### src/rtl/byte_word_unpacker.sv
// Byte-to-word unpacker: rebuilds 4-beat byte bursts into 32-bit words {a,b,c,d},
// buffers them in a small FIFO and tells the transmitter when a full burst fits.
module byte_word_unpacker #(
   parameter int DEPTH   = 2,
   parameter int N_BEATS = 4
) (
   input  logic        clk,
   input  logic        rst,
   input  logic [7:0]  payload,
   input  logic        put,
   output logic        free,
   output logic [31:0] word,
   output logic        word_valid,
   input  logic        word_ready,
   output logic        frame_err,
   output logic        ovf_err
);

   localparam int AW = (DEPTH > 1) ? $clog2(DEPTH) : 1;
   localparam int CW = $clog2(DEPTH + 1);

   typedef struct packed {
      logic [7:0] a;
      logic [7:0] b;
      logic [7:0] c;
      logic [7:0] d;
   } word_t;

   typedef enum logic {
      IDLE,
      COLLECT
   } state_t;

   state_t           state_q, state_d;
   logic [1:0]       bcnt_q, bcnt_d;
   logic [2:0][7:0]  shreg_q, shreg_d;
   logic [CW-1:0]    count_q, count_d;
   logic [AW-1:0]    rd_ptr_q, rd_ptr_d;
   logic [AW-1:0]    wr_ptr_q, wr_ptr_d;
   logic             free_q, free_d;
   logic             frame_err_q, frame_err_d;
   logic             ovf_err_q, ovf_err_d;

   logic             push, push_ok, pop;
   word_t            push_word;
   logic [CW:0]      occupancy;
   word_t            mem [DEPTH];

   function automatic logic [AW-1:0] next_ptr(input logic [AW-1:0] p);
      return (p == AW'(DEPTH - 1)) ? '0 : p + 1'b1;
   endfunction

   // Beat assembly: field a is the first byte, the final beat bypasses the register.
   always_comb begin
      // NOTE: every signal written here gets a default first, so no path leaves it unassigned and no latch is inferred.
      state_d     = state_q;
      bcnt_d      = bcnt_q;
      shreg_d     = shreg_q;
      push        = 1'b0;
      frame_err_d = 1'b0;
      case (state_q)
         IDLE: begin
            if (put) begin
               shreg_d[2] = payload;
               bcnt_d     = 2'd1;
               state_d    = COLLECT;
            end
         end
         COLLECT: begin
            if (!put) begin
               frame_err_d = 1'b1;
               bcnt_d      = '0;
               state_d     = IDLE;
            end else if (bcnt_q == 2'(N_BEATS - 1)) begin
               push    = 1'b1;
               bcnt_d  = '0;
               state_d = IDLE;
            end else begin
               shreg_d[2'd2 - bcnt_q] = payload;
               bcnt_d                 = bcnt_q + 2'd1;
            end
         end
         default: state_d = IDLE;
      endcase
   end

   assign push_word  = {shreg_q, payload};
   assign word_valid = (count_q != '0);
   assign pop        = word_valid && word_ready;

   // A pop in the same cycle frees the slot, so a full FIFO can still accept.
   always_comb begin
      push_ok   = push && ((count_q != CW'(DEPTH)) || pop);
      ovf_err_d = push && !push_ok;
      count_d   = count_q + CW'(push_ok) - CW'(pop);
      wr_ptr_d  = push_ok ? next_ptr(wr_ptr_q) : wr_ptr_q;
      rd_ptr_d  = pop ? next_ptr(rd_ptr_q) : rd_ptr_q;
      occupancy = {1'b0, count_d} + (CW + 1)'(state_d == COLLECT);
      free_d    = occupancy < (CW + 1)'(DEPTH);
   end

   always_ff @(posedge clk) begin
      if (!rst) begin
         state_q     <= IDLE;
         bcnt_q      <= '0;
         shreg_q     <= '0;
         count_q     <= '0;
         rd_ptr_q    <= '0;
         wr_ptr_q    <= '0;
         free_q      <= 1'b1;
         frame_err_q <= 1'b0;
         ovf_err_q   <= 1'b0;
      end else begin
         state_q     <= state_d;
         bcnt_q      <= bcnt_d;
         shreg_q     <= shreg_d;
         count_q     <= count_d;
         rd_ptr_q    <= rd_ptr_d;
         wr_ptr_q    <= wr_ptr_d;
         free_q      <= free_d;
         frame_err_q <= frame_err_d;
         ovf_err_q   <= ovf_err_d;
      end
   end

   // NOTE: storage is deliberately not reset; the count gates every read, and word is forced to zero while empty.
   always_ff @(posedge clk) begin
      if (rst && push_ok) begin
         mem[wr_ptr_q] <= push_word;
      end
   end

   assign word      = word_valid ? mem[rd_ptr_q] : '0;
   assign free      = free_q;
   assign frame_err = frame_err_q;
   assign ovf_err   = ovf_err_q;

endmodule

### config.mk
export PLATFORM = sky130hd
export DESIGN_NAME = byte_word_unpacker
export DESIGN_NICKNAME = d
export VERILOG_FILES = /design/src/rtl/byte_word_unpacker.sv
export SDC_FILE = /design/constraint.sdc
export NUM_CORES = 1
export LEC_CHECK = 0
export BUFFER_PORTS_ARGS = -buffer_cell sky130_fd_sc_hd__buf_2
export CAP_MARGIN = 20
export CORE_MARGIN = 1
export CORE_UTILIZATION = 57
export CTS_BUF_LIST = sky130_fd_sc_hd__clkbuf_4 sky130_fd_sc_hd__clkbuf_8 sky130_fd_sc_hd__clkbuf_16
export CTS_CLUSTER_SIZE = 12
export DETAILED_ROUTE_END_ITERATION = 12
export PLACE_DENSITY = 0.77
export SETUP_SLACK_MARGIN = 0.1
export SYNTH_ARGS = -nofsm -noshare
export SYNTH_HDL_FRONTEND = slang
export SYNTH_SLANG_ARGS = --single-unit
### constraint.sdc
create_clock -name clk -period 3.5 [get_ports clk]
set_clock_uncertainty 0.05 [all_clocks]
set_input_delay 0.875 -clock clk [delete_from_list [all_inputs] [get_ports clk]]
set_output_delay 0.875 -clock clk [all_outputs]
set_load 0.05 [all_outputs]
==> flow_metrics.py <==
metrics = {
    "worst_hold_path": {
        "min_path_type": "reg2reg",
        "hold_end": "mem[0][14]",
        "min_path_cells": 0,
        "hold_start": "push_word[14]",
    },
    "detailed_routing": {
        "drcViolationCount": 6,
        "wl_per_cell_um": 15.6,
        "drt_iter0_drc": 183,
        "finalWirelength_um": 6400,
        "viasPerCell": 5.39,
        "vias": 2210,
        "ant_nets": 0,
        "drt_first_pass_iters": 8,
    },
    "cells_and_area": {
        "final_cell_mix": "64 x edfxtp_1, 47 x buf_2, 40 x mux2i_1",
        "fin_util": 0.671,
        "final_common_cell": "edfxtp_1",
        "layoutNonFillerInstCount": 410,
        "n_antenna_cell": 0,
        "drive_gt1_frac": 0.240,
        "seqCellArea_um2": 2620,
        "num-nets-final": 346,
        "syn_to_final_growth_pct": 12.5,
        "fill_cells": 466,
        "multi_input_area_um2": 1070,
    },
    "worst_setup_path": {
        "cp_data_arrival_time_ns": 1.96,
        "critPathSlowestCell": "nor2_2",
        "reg2reg_to": "free",
        "slowest_delay_ns": 0.69,
        "r2r_slack_ns": 1.35,
        "path_class": "reg2out",
        "cp-end-kind": "output pin",
        "required_ns": 2.57,
        "ff2ff_path_depth": 10,
        "cp_cell_sequence": "nor2_2, buf_4, nor2_1, buf_2",
        "worstPathMaxFanout": 19,
        "start_kind": "flop",
        "regToRegStartpoint": "bcnt_q[0]",
    },
    "timing": {
        "post-route-period-util": 0.825,
        "finalSetupViolCount": 0,
        "rsz0062_at_grt": "false",
        "hold_viol_final": 0,
        "fmax_mhz": 346,
        "timing.setup.tns_ns": 0,
        "final_max_slew_viol_count": 0,
        "fin_crit_ns": 2.89,
        "maxSlewHeadroom": 0.418,
        "worst_slack_ns": 0.612,
        "worst_pin_slew_ns": 0.872,
    },
    "global_route": {
        "use_met1": 0.245,
        "antenna_found_initial": 0,
        "grt_use_met3": 0.0396,
        "gr-total-overflow": 0,
        "top_usage_layer": "met2",
        "grt_max_degree": 42,
        "grt_util_all_layers": 0.194,
        "grt_pass1_wl_um": 10400,
        "gr-usage-met2": 0.319,
        "grt_pass1_vias": 2164,
    },
    "synthesis": {
        "synth_edf_count": 64,
        "postSynth.asyncResetShare": 0,
        "synth_xor_area_frac": 0.00817,
        "muxShareOfSynthArea": 0.105,
        "postSynthCellCount": 279,
        "yosys_warnings": 0,
        "synth_ff_type": "edfxtp_1",
        "ys_seq_area_frac": 0.685,
        "synth_top_family_by_area": "simple AND/OR/NAND/NOR gates",
        "syn-mean-instance-area_um2": 13.7,
        "ys_seq_elements": 99,
        "synth_area_um2": 3830,
        "synthDistinctLibCells": 30,
        "synth_compound_area_frac": 0.0343,
        "synthAdderAreaFrac": 0.0196,
        "synth_fp_nets": 297,
        "synth_simple_gate_area_frac": 0.112,
    },
    "cts": {
        "cts-root-buf": "clkbuf_8",
        "clock_tree.buffer_depth": 2,
        "numCtsBuffers": 9,
        "clk_pin_slew_ns": 0.09,
        "post_cts_buffers": 0,
        "clk_latency_ns": 0.36,
        "holdBufCountCts": 0,
        "cts_num_sinks": 99,
        "cts_tree": "built",
        "cts_resized": 0,
        "htreeDepth": 3,
    },
    "floorplan": {
        "rows": 29,
        "core-area_um2": 6420,
        "initial_utilization": 0.596,
        "die_w_um": 84.0,
        "num_io_pins": 48,
        "dieArea_um2": 7050,
        "die_h_um": 84.0,
    },
    "place": {
        "place.gp.congestion": 0.700,
        "dp_cells": 394,
        "place_ws_ns": 0.847,
        "hpwl_um": 4020,
        "io_buffers": 47,
    },
    "power_and_ir_drop": {
        "irDropWorstVdd_uv": 262,
        "p_leak_nw": 1.66,
        "comb_power_share": 0.095,
        "switching_share": 0.252,
        "total_power_mw": 2.19,
        "p_int_mw": 1.64,
        "power_frac_seq": 0.576,
        "pwr-share-clk": 0.329,
        "power_density_nw_per_um2": 509,
        "p_switching_mw": 0.553,
    },
    "run_status": {
        "violations": "DRC",
        "outcome": "finished with violations",
    },
    "job": {
        "cap_violations": 0,
    },
}
## how the worst max path moves through the flow
stage | start | to | slack, ns | cells past startpoint
2_1_floorplan | rst | mem[0][0] | 0.38 | 4
3_3_place_gp | put | free | 0.91 | 10
3_5_place_dp | put | free | 0.85 | 10
4_1_cts | count_q[0] | word[8] | 0.57 | 4
5_1_grt | count_q[0] | word[14] | 0.47 | 4
6_report | count_q[0] | word[8] | 0.61 | 4
## worst max-delay path: cells and delay by family (launching register included)
kind | cells | cell delay [ns]
and+or+nand+nor | 2 | 0.75
buffers and inverters | 2 | 0.50
DFF | 1 | 0.35
## area by class of cell
type | instances | area share
clock buffer | 9 | 0.0287
clock inverter | 7 | 0.0177
inverter | 7 | 0.00668
multi-input combinational | 157 | 0.249
sequential | 99 | 0.609
tap | 77 | 0.0224
timing repair buffer | 54 | 0.0668
## power groups by stage
stage / Clock, mW / Combinational, mW / Sequential, mW
floorplan: 0 / 0.165 / 1.29
global placement: 0 / 0.207 / 1.29
detailed placement: 0 / 0.209 / 1.29
CTS: 0.731 / 0.210 / 1.26
global route: 0.776 / 0.222 / 1.27
finish: 0.722 / 0.208 / 1.26
## stage by stage
step           hold slack [ns]  instance area (um^2)
2_1_floorplan            0.375                  3830
3_3_place_gp             0.380                  4110
3_5_place_dp             0.388                  4110
4_1_cts                  0.397                  4310
5_1_grt                  0.409                  4310
6_report                 0.394                  4310
## sequential cells by signal, summed over array words and instances (netlist names), named ones only
signal     count
mem           64
push_word     24
bcnt_q         2
count_q        2
frame_err      1
free           1
ovf_err        1
rd_ptr_q       1
state_q        1
wr_ptr_q       1
## cell families after synthesis
family                   after synthesis
XOR/XNOR                               2
flip-flops                            99
adder cells (fa/ha/maj)                6
multiplexers                          40
buffers and inverters                 23
AO/OA/AOI/OAI                         22
AND/OR/NAND/NOR                       87
## synth_stat cells, drive strengths merged (2+ instances only)
library cell | n | share of area
mux2i | 40 | 0.10
o21ai | 18 | 0.026
nor2b | 3 | 0.0062
edfxtp | 64 | 0.50
and2 | 3 | 0.0049
nand2 | 20 | 0.020
and3 | 4 | 0.0069
nand4b | 2 | 0.012
dfxtp | 35 | 0.18
buf | 16 | 0.029
inv | 7 | 0.0075
nor2 | 35 | 0.034
nand3 | 17 | 0.022
ha | 6 | 0.020
## metal layers
layer	up-vias	wire [um]
li1	1082	-
met1	1051	2730
met2	64	3250
met3	13	279
met4	0	144
met5	-	0
No activity file was read; power rests on OpenSTA's default activity.
